==> src/rtl/rs_scheduler.sv <==
// rs_scheduler: ALU reservation station and issue scheduler.
// Holds decoded non-memory instructions until both operands are ready. It
// snoops the ALU and LSB result broadcasts to wake waiting operands, and sends
// the lowest-index ready entry to the single-cycle ALU on each cycle.
module rs_scheduler #(
  parameter int RS_SIZE = 16,
  parameter int ROB_W   = 4,
  parameter int OP_W    = 6,
  parameter int DATA_W  = 32
) (
  input  logic              clk_in,
  input  logic              rst_in,
  input  logic              rdy_in,
  input  logic              clr_in,
  input  logic              issue_rs_ready,
  input  logic [ROB_W-1:0]  issue_rob_index,
  input  logic [OP_W-1:0]   issue_op,
  input  logic [DATA_W-1:0] issue_rs1_val,
  input  logic [ROB_W-1:0]  issue_rs1_depend,
  input  logic [DATA_W-1:0] issue_rs2_val,
  input  logic [ROB_W-1:0]  issue_rs2_depend,
  input  logic [DATA_W-1:0] issue_imm,
  input  logic [DATA_W-1:0] issue_PC,
  input  logic              issue_pred_br,
  input  logic              alu_ready,
  input  logic [ROB_W-1:0]  alu_rob_index,
  input  logic [DATA_W-1:0] alu_result,
  input  logic              lsb_ready,
  input  logic [ROB_W-1:0]  lsb_rob_index,
  input  logic [DATA_W-1:0] lsb_result,
  output logic              rs_full,
  output logic              rs_to_alu_valid,
  output logic [OP_W-1:0]   rs_to_alu_op,
  output logic [DATA_W-1:0] rs_to_alu_rs1_val,
  output logic [DATA_W-1:0] rs_to_alu_rs2_val,
  output logic [DATA_W-1:0] rs_to_alu_imm,
  output logic [DATA_W-1:0] rs_to_alu_PC,
  output logic [ROB_W-1:0]  rs_to_alu_rob_index,
  output logic              rs_to_alu_pred_br
);

  localparam int IDX_W = (RS_SIZE > 1) ? $clog2(RS_SIZE) : 1;

  // Entry storage. Only busy is control state; the payload needs no reset.
  logic [RS_SIZE-1:0] busy;
  logic [OP_W-1:0]    ent_op      [RS_SIZE];
  logic [DATA_W-1:0]  ent_rs1_val [RS_SIZE];
  logic [ROB_W-1:0]   ent_rs1_dep [RS_SIZE];
  logic [DATA_W-1:0]  ent_rs2_val [RS_SIZE];
  logic [ROB_W-1:0]   ent_rs2_dep [RS_SIZE];
  logic [DATA_W-1:0]  ent_imm     [RS_SIZE];
  logic [DATA_W-1:0]  ent_pc      [RS_SIZE];
  logic [ROB_W-1:0]   ent_rob     [RS_SIZE];
  logic               ent_pred    [RS_SIZE];

  // Stage p0: select signals computed from the state before the edge.
  logic [RS_SIZE-1:0] ready;
  logic               vld_p0;
  logic [IDX_W-1:0]   sel_idx_p0;
  logic               free_found;
  logic [IDX_W-1:0]   free_idx;
  logic               advance;
  logic               alloc;

  // Stage p1: registered dispatch toward the ALU.
  logic               vld_p1;
  logic [OP_W-1:0]    op_p1;
  logic [DATA_W-1:0]  rs1_val_p1;
  logic [DATA_W-1:0]  rs2_val_p1;
  logic [DATA_W-1:0]  imm_p1;
  logic [DATA_W-1:0]  pc_p1;
  logic [ROB_W-1:0]   rob_p1;
  logic               pred_p1;

  // A waiting tag is cleared when either broadcast carries it. Tag 0 never waits.
  function automatic logic [ROB_W-1:0] wake_dep(input logic [ROB_W-1:0] dep);
    logic hit;
    hit = (dep != '0) &&
          ((alu_ready && (dep == alu_rob_index)) ||
           (lsb_ready && (dep == lsb_rob_index)));
    return hit ? '0 : dep;
  endfunction

  // The operand value follows the broadcast that woke it. ALU wins if both match.
  function automatic logic [DATA_W-1:0] wake_val(input logic [ROB_W-1:0] dep,
                                                 input logic [DATA_W-1:0] val);
    logic [DATA_W-1:0] res;
    res = val;
    if (dep != '0) begin
      if (alu_ready && (dep == alu_rob_index)) begin
        res = alu_result;
      end else if (lsb_ready && (dep == lsb_rob_index)) begin
        res = lsb_result;
      end
    end
    return res;
  endfunction

  assign advance = rdy_in && !rst_in && !clr_in;
  assign rs_full = &busy;
  // When the station is full there is no free slot, so an illegal issue is dropped.
  assign alloc   = advance && issue_rs_ready && free_found;

  // Mark an entry ready when it is busy and both operand tags are clear.
  always_comb begin
    ready = '0;
    for (int i = 0; i < RS_SIZE; i++) begin
      ready[i] = busy[i] && (ent_rs1_dep[i] == '0) && (ent_rs2_dep[i] == '0);
    end
  end

  // Lowest-index ready entry: scan from the top so the lowest match is written last.
  always_comb begin
    vld_p0     = 1'b0;
    sel_idx_p0 = '0;
    for (int i = RS_SIZE - 1; i >= 0; i--) begin
      if (ready[i]) begin
        vld_p0     = 1'b1;
        sel_idx_p0 = IDX_W'(i);
      end
    end
  end

  // Lowest-index free entry, from the busy bits before the edge. A slot being
  // freed by dispatch in this cycle is not reused until the next cycle.
  always_comb begin
    free_found = 1'b0;
    free_idx   = '0;
    for (int i = RS_SIZE - 1; i >= 0; i--) begin
      if (!busy[i]) begin
        free_found = 1'b1;
        free_idx   = IDX_W'(i);
      end
    end
  end

  // Busy bits: flush or reset empties the station. Dispatch and allocation never
  // hit the same slot, because one needs busy=1 and the other needs busy=0.
  always_ff @(posedge clk_in) begin
    if (rst_in || clr_in) begin
      busy <= '0;
    end else if (rdy_in) begin
      if (vld_p0) begin
        busy[sel_idx_p0] <= 1'b0;
      end
      if (alloc) begin
        busy[free_idx] <= 1'b1;
      end
    end
  end

  // Entry payload: wake operands of busy entries and write a newly issued entry.
  // An incoming entry also snoops the broadcasts in its own cycle.
  always_ff @(posedge clk_in) begin
    if (advance) begin
      for (int i = 0; i < RS_SIZE; i++) begin
        if (busy[i]) begin
          ent_rs1_dep[i] <= wake_dep(ent_rs1_dep[i]);
          ent_rs1_val[i] <= wake_val(ent_rs1_dep[i], ent_rs1_val[i]);
          ent_rs2_dep[i] <= wake_dep(ent_rs2_dep[i]);
          ent_rs2_val[i] <= wake_val(ent_rs2_dep[i], ent_rs2_val[i]);
        end
      end
      if (alloc) begin
        ent_op[free_idx]      <= issue_op;
        ent_imm[free_idx]     <= issue_imm;
        ent_pc[free_idx]      <= issue_PC;
        ent_rob[free_idx]     <= issue_rob_index;
        ent_pred[free_idx]    <= issue_pred_br;
        ent_rs1_dep[free_idx] <= wake_dep(issue_rs1_depend);
        ent_rs1_val[free_idx] <= wake_val(issue_rs1_depend, issue_rs1_val);
        ent_rs2_dep[free_idx] <= wake_dep(issue_rs2_depend);
        ent_rs2_val[free_idx] <= wake_val(issue_rs2_depend, issue_rs2_val);
      end
    end
  end

  // ---- stage p0 -> p1 boundary ----
  // Dispatch valid: set only when the station advances and an entry was selected.
  always_ff @(posedge clk_in) begin
    if (rst_in) begin
      vld_p1 <= 1'b0;
    end else begin
      vld_p1 <= advance && vld_p0;
    end
  end

  // Dispatch payload: cleared on reset and held while nothing is dispatched.
  always_ff @(posedge clk_in) begin
    if (rst_in) begin
      op_p1      <= '0;
      rs1_val_p1 <= '0;
      rs2_val_p1 <= '0;
      imm_p1     <= '0;
      pc_p1      <= '0;
      rob_p1     <= '0;
      pred_p1    <= 1'b0;
    end else if (advance && vld_p0) begin
      op_p1      <= ent_op[sel_idx_p0];
      rs1_val_p1 <= ent_rs1_val[sel_idx_p0];
      rs2_val_p1 <= ent_rs2_val[sel_idx_p0];
      imm_p1     <= ent_imm[sel_idx_p0];
      pc_p1      <= ent_pc[sel_idx_p0];
      rob_p1     <= ent_rob[sel_idx_p0];
      pred_p1    <= ent_pred[sel_idx_p0];
    end
  end

  assign rs_to_alu_valid     = vld_p1;
  assign rs_to_alu_op        = op_p1;
  assign rs_to_alu_rs1_val   = rs1_val_p1;
  assign rs_to_alu_rs2_val   = rs2_val_p1;
  assign rs_to_alu_imm       = imm_p1;
  assign rs_to_alu_PC        = pc_p1;
  assign rs_to_alu_rob_index = rob_p1;
  assign rs_to_alu_pred_br   = pred_p1;

  // The decoder must stall while the station is full.
  issue_while_full_a: assert property (@(posedge clk_in) disable iff (rst_in)
    !(rdy_in && !clr_in && issue_rs_ready && rs_full));

endmodule

==> config.mk <==
export PLATFORM = sky130hd
export DESIGN_NAME = rs_scheduler
export DESIGN_NICKNAME = d
export VERILOG_FILES = /design/src/rtl/rs_scheduler.sv
export SDC_FILE = /design/constraint.sdc
export NUM_CORES = 2
export LEC_CHECK = 0
export ABC_CLOCK_PERIOD_IN_PS = 13100
export CAP_MARGIN = 10
export CORE_UTILIZATION = 25
export CTS_CLUSTER_DIAMETER = 80
export DETAILED_ROUTE_END_ITERATION = 10
export GPL_TIMING_DRIVEN = 1
export PLACE_DENSITY = 0.47
export SYNTH_ARGS = -nofsm -noshare
export SYNTH_HDL_FRONTEND = slang
export SYNTH_SLANG_ARGS = --single-unit
==> constraint.sdc <==
create_clock -name clk_in -period 13.1 [get_ports clk_in]
set_input_delay 3.93 -clock clk_in [delete_from_list [all_inputs] [get_ports clk_in]]
set_output_delay 3.93 -clock clk_in [all_outputs]
set_load 0.01 [all_outputs]
==> impl_metrics.csv <==
group,metric,value,unit
status,status,"finished, final reports clean",
worst_setup_path,r2r_start,"ent_rs2_dep[2][0]$_SDFFCE_PN0P_",
timing,maxSlewViolCount,0,
logic_synthesis,ys.warnings.count,0,
worst_setup_path,critPathKind,"register to primary output",
cts,cts_tree,"done",
timing,fmax,127,MHz
floorplan,coreArea,0.475,sq mm
placement,pre_cts_ws,4.45,ns
worst_setup_path,required,9.17,ns
logic_synthesis,synth_top_cell_area_share,59.4,%
timing,fin_crit,7.85,ns
logic_synthesis,synth_xor_area_share,1.99,%
cts,cts_made_buffers,280,
cts,clk_pin_slew,0.06,ns
cts,post-cts-setup-buffers,0,
cells_and_area,drive_gt1_share,12.1,%
worst_setup_path,r2r_end,"rs_to_alu_imm[15]$_SDFFE_PP0P_",
logic_synthesis,synth-seq-cells,2508,
cts,clk_latency,0.90,ns
logic_synthesis,async_flop_share,0,%
logic_synthesis,muxShareOfSynthArea,16.1,%
global_routing,grt_first_pass_wirelength,745000,um
timing,finalSetupViolations,0,
hold_path,hold_start,"rs_to_alu_imm[1]$_SDFFE_PP0P_",
global_routing,antenna_found_initial,71,
pwr,peakVddDrop,90.0,uV
cts,hold_buffers,0,
floorplan,dieArea,0.479,sq mm
logic_synthesis,yosysMostFrequentCell,"edfxtp_1",
pwr,powerDensity,125,mW/mm^2
cells_and_area,fillers,47600,
detailed_routing,first_pass_iters,8,
worst_setup_path,cp-end-kind,"primary output",
detailed_routing,vias_per_cell,5.63,
logic_synthesis,synth_area,0.119,sq mm
cts,clock_sinks,2508,
placement,dp_cells,14800,
global_routing,grt_use_total,22.4,%
logic_synthesis,avgSynthCellArea,13.6,sq um
logic_synthesis,synth_commonest_cells,"edfxtp_1 (2,352), mux2i_1 (1,745), clkbuf_1 (716)",
detailed_routing,antenna_left,0,
cells_and_area,syn_to_final_growth,17.1,%
worst_setup_path,worstSetupStartpointType,"register",
timing,slew-limit-headroom,8.18,%
logic_synthesis,yosys_most_used_dff,"edfxtp_1",
cells_and_area,register_area,0.0738,sq mm
floorplan,ios,367,
logic_synthesis,synth_fa_ha_area_share,0,%
cells_and_area,nets,9030,
cells_and_area,multi_input_area,0.0423,sq mm
logic_synthesis,synth_cells,8735,
placement,finalWeightedCongestion,0.860,
flow_run,drv_cap,0,
detailed_routing,via_count,86000,
timing,rsz0062_at_grt,"no",
timing,worst_pin_slew,1.37,ns
placement,hpwl,309000,um
worst_setup_path,critPathLaunch,"busy[0]$_SDFFE_PP0P_",
logic_synthesis,synth_area_leader_cell,"edfxtp_1",
cts,ctsHtreeMaxLevel,5,
floorplan,fp.dieH,692,um
logic_synthesis,synth_area_leaders,"edfxtp_1 (59%), mux2i_1 (15%), dfxtp_1 (2.6%)",
global_routing,grt_pass1_vias,83700,
timing,post-route-period-util,59.9,%
cts,clockRootBuffer,"clkbuf_16",
hold_path,hold_class,"register to register",
worst_setup_path,crit_fanout,12,
timing,tns,0,ns
detailed_routing,remaining_drc_errors,0,
worst_setup_path,reg2regPathDepth,10,
logic_synthesis,synth_top_family_by_area,"multiplexers",
floorplan,rows,253,
worst_setup_path,critPathCapture,"rs_full",
global_routing,grt_max_degree,99,
global_routing,grt_overflow,0,
timing,finalHoldViolCount,0,
cts,clock_path_buffers,4,
timing,finClkSkew,0.0435,ns
detailed_routing,wl,560000,um
pwr,power_leakage,0.0479,uW
cts,cts_resized,0,
logic_synthesis,synth-edff-count,2352,
logic_synthesis,synth-simple-area-share,4.89,%
worst_setup_path,r2r_slack,6.83,ns
logic_synthesis,ys_types,91,
worst_setup_path,worstPathArrival,3.92,ns
floorplan,fp.dieW,692,um
floorplan,start_util,25.1,%
cells_and_area,fin_cells,15300,
placement,io_buffers,366,
timing,timing.hold.ws,0.458,ns
detailed_routing,drt_iter0_markers,11800,
logic_synthesis,yosysSeqAreaShare,62.0,%
detailed_routing,wl_per_cell,36.6,um
logic_synthesis,synth_compound_area_share,11.7,%
timing,worst_slack,5.25,ns
logic_synthesis,syn-num-nets,8961,
==> logic make-up after synthesis <==
logic type	Yosys count
flip-flops	2508
multiplexers	1896
AO/OA/AOI/OAI	1867
AND/OR/NAND/NOR	1198
buffers and inverters	996
XOR/XNOR	270
==> layout by cell type (no fill, tap or decap), types with 200 or more instances in the layout <==
cell type / n
a21oi_1: 313
a221oi_1: 225
a22oi_1: 300
buf_4: 378
clkbuf_16: 290
clkdlybuf4s50_1: 357
edfxtp_1: 2352
mux2i_1: 1745
nand2_1: 484
nor2_1: 256
xor2_1: 200
==> how the worst min path moves through the flow <==
stage | cells past startpoint | end | slack [ns]
3_5_place_dp | 2 | rs_to_alu_imm[1]$_SDFFE_PP0P_ | 0.46
2_1_floorplan | 2 | rs_to_alu_PC[26]$_SDFFE_PP0P_ | 0.48
3_3_place_gp | 2 | rs_to_alu_imm[1]$_SDFFE_PP0P_ | 0.45
6_report | 2 | rs_to_alu_imm[1]$_SDFFE_PP0P_ | 0.46
4_1_cts | 2 | rs_to_alu_imm[1]$_SDFFE_PP0P_ | 0.46
5_1_grt | 2 | rs_to_alu_PC[26]$_SDFFE_PP0P_ | 0.48
==> power by group <==
part	leakage [uW]	switching (uW)	internal [uW]	total, uW
clock	0.00422	3370	4390	7750
combinational	0.0215	636	324	960
sequential	0.0222	6.20	8770	8780
==> metrics by stage <==
| stage | power (uW) | util (%) | cell area [sq um] |
|---|---|---|---|
| 6_report | 17500 | 29.4 | 139000 |
| 5_1_grt | 17900 | 29.4 | 139000 |
| 4_1_cts | 17500 | 29.3 | 139000 |
| 3_5_place_dp | 9880 | 27.5 | 131000 |
| 3_3_place_gp | 9860 | 27.5 | 131000 |
| 2_1_floorplan | 9460 | - | 119000 |
==> flip-flops by register name (all words and copies together), names as in the netlist, 32 cells and up <==
| name | count |
|---|---|
| ent_pc | 512 |
| rs_to_alu_imm | 32 |
| ent_rs1_dep | 64 |
| ent_rs2_dep | 64 |
| rs_to_alu_PC | 32 |
| ent_rs2_val | 512 |
| ent_rob | 64 |
| rs_to_alu_rs1_val | 32 |
| ent_rs1_val | 512 |
| rs_to_alu_rs2_val | 32 |
| ent_op | 96 |
| ent_imm | 512 |
==> worst max-delay path, stage by stage, from the launching register on <==
cell and delay (ns):
dfxtp_1 0.68, nand4_1 0.36, nor4_1 1.18, buf_4 0.28, clkdlybuf4s50_1 0.55
==> final cells by class <==
cell class	instances	area share [%]
Clock inverter	74	0.391
Multi-Input combinational cell	5231	30.3
Clock buffer	426	5.81
Tap cell	6247	5.61
Timing Repair Buffer	757	4.81
Sequential cell	2508	52.9
Antenna cell	13	0.0233
Inverter	26	0.113
==> metal layers <==
layer	vias up	global-route usage (%)	wire [um]
met5	-	0.250	335
met4	26	8.36	24300
met3	1153	4.54	52700
met2	5165	36.0	256000
met1	45300	29.8	227000
li1	34300	-	-
Power figures use the tool's default switching activity.
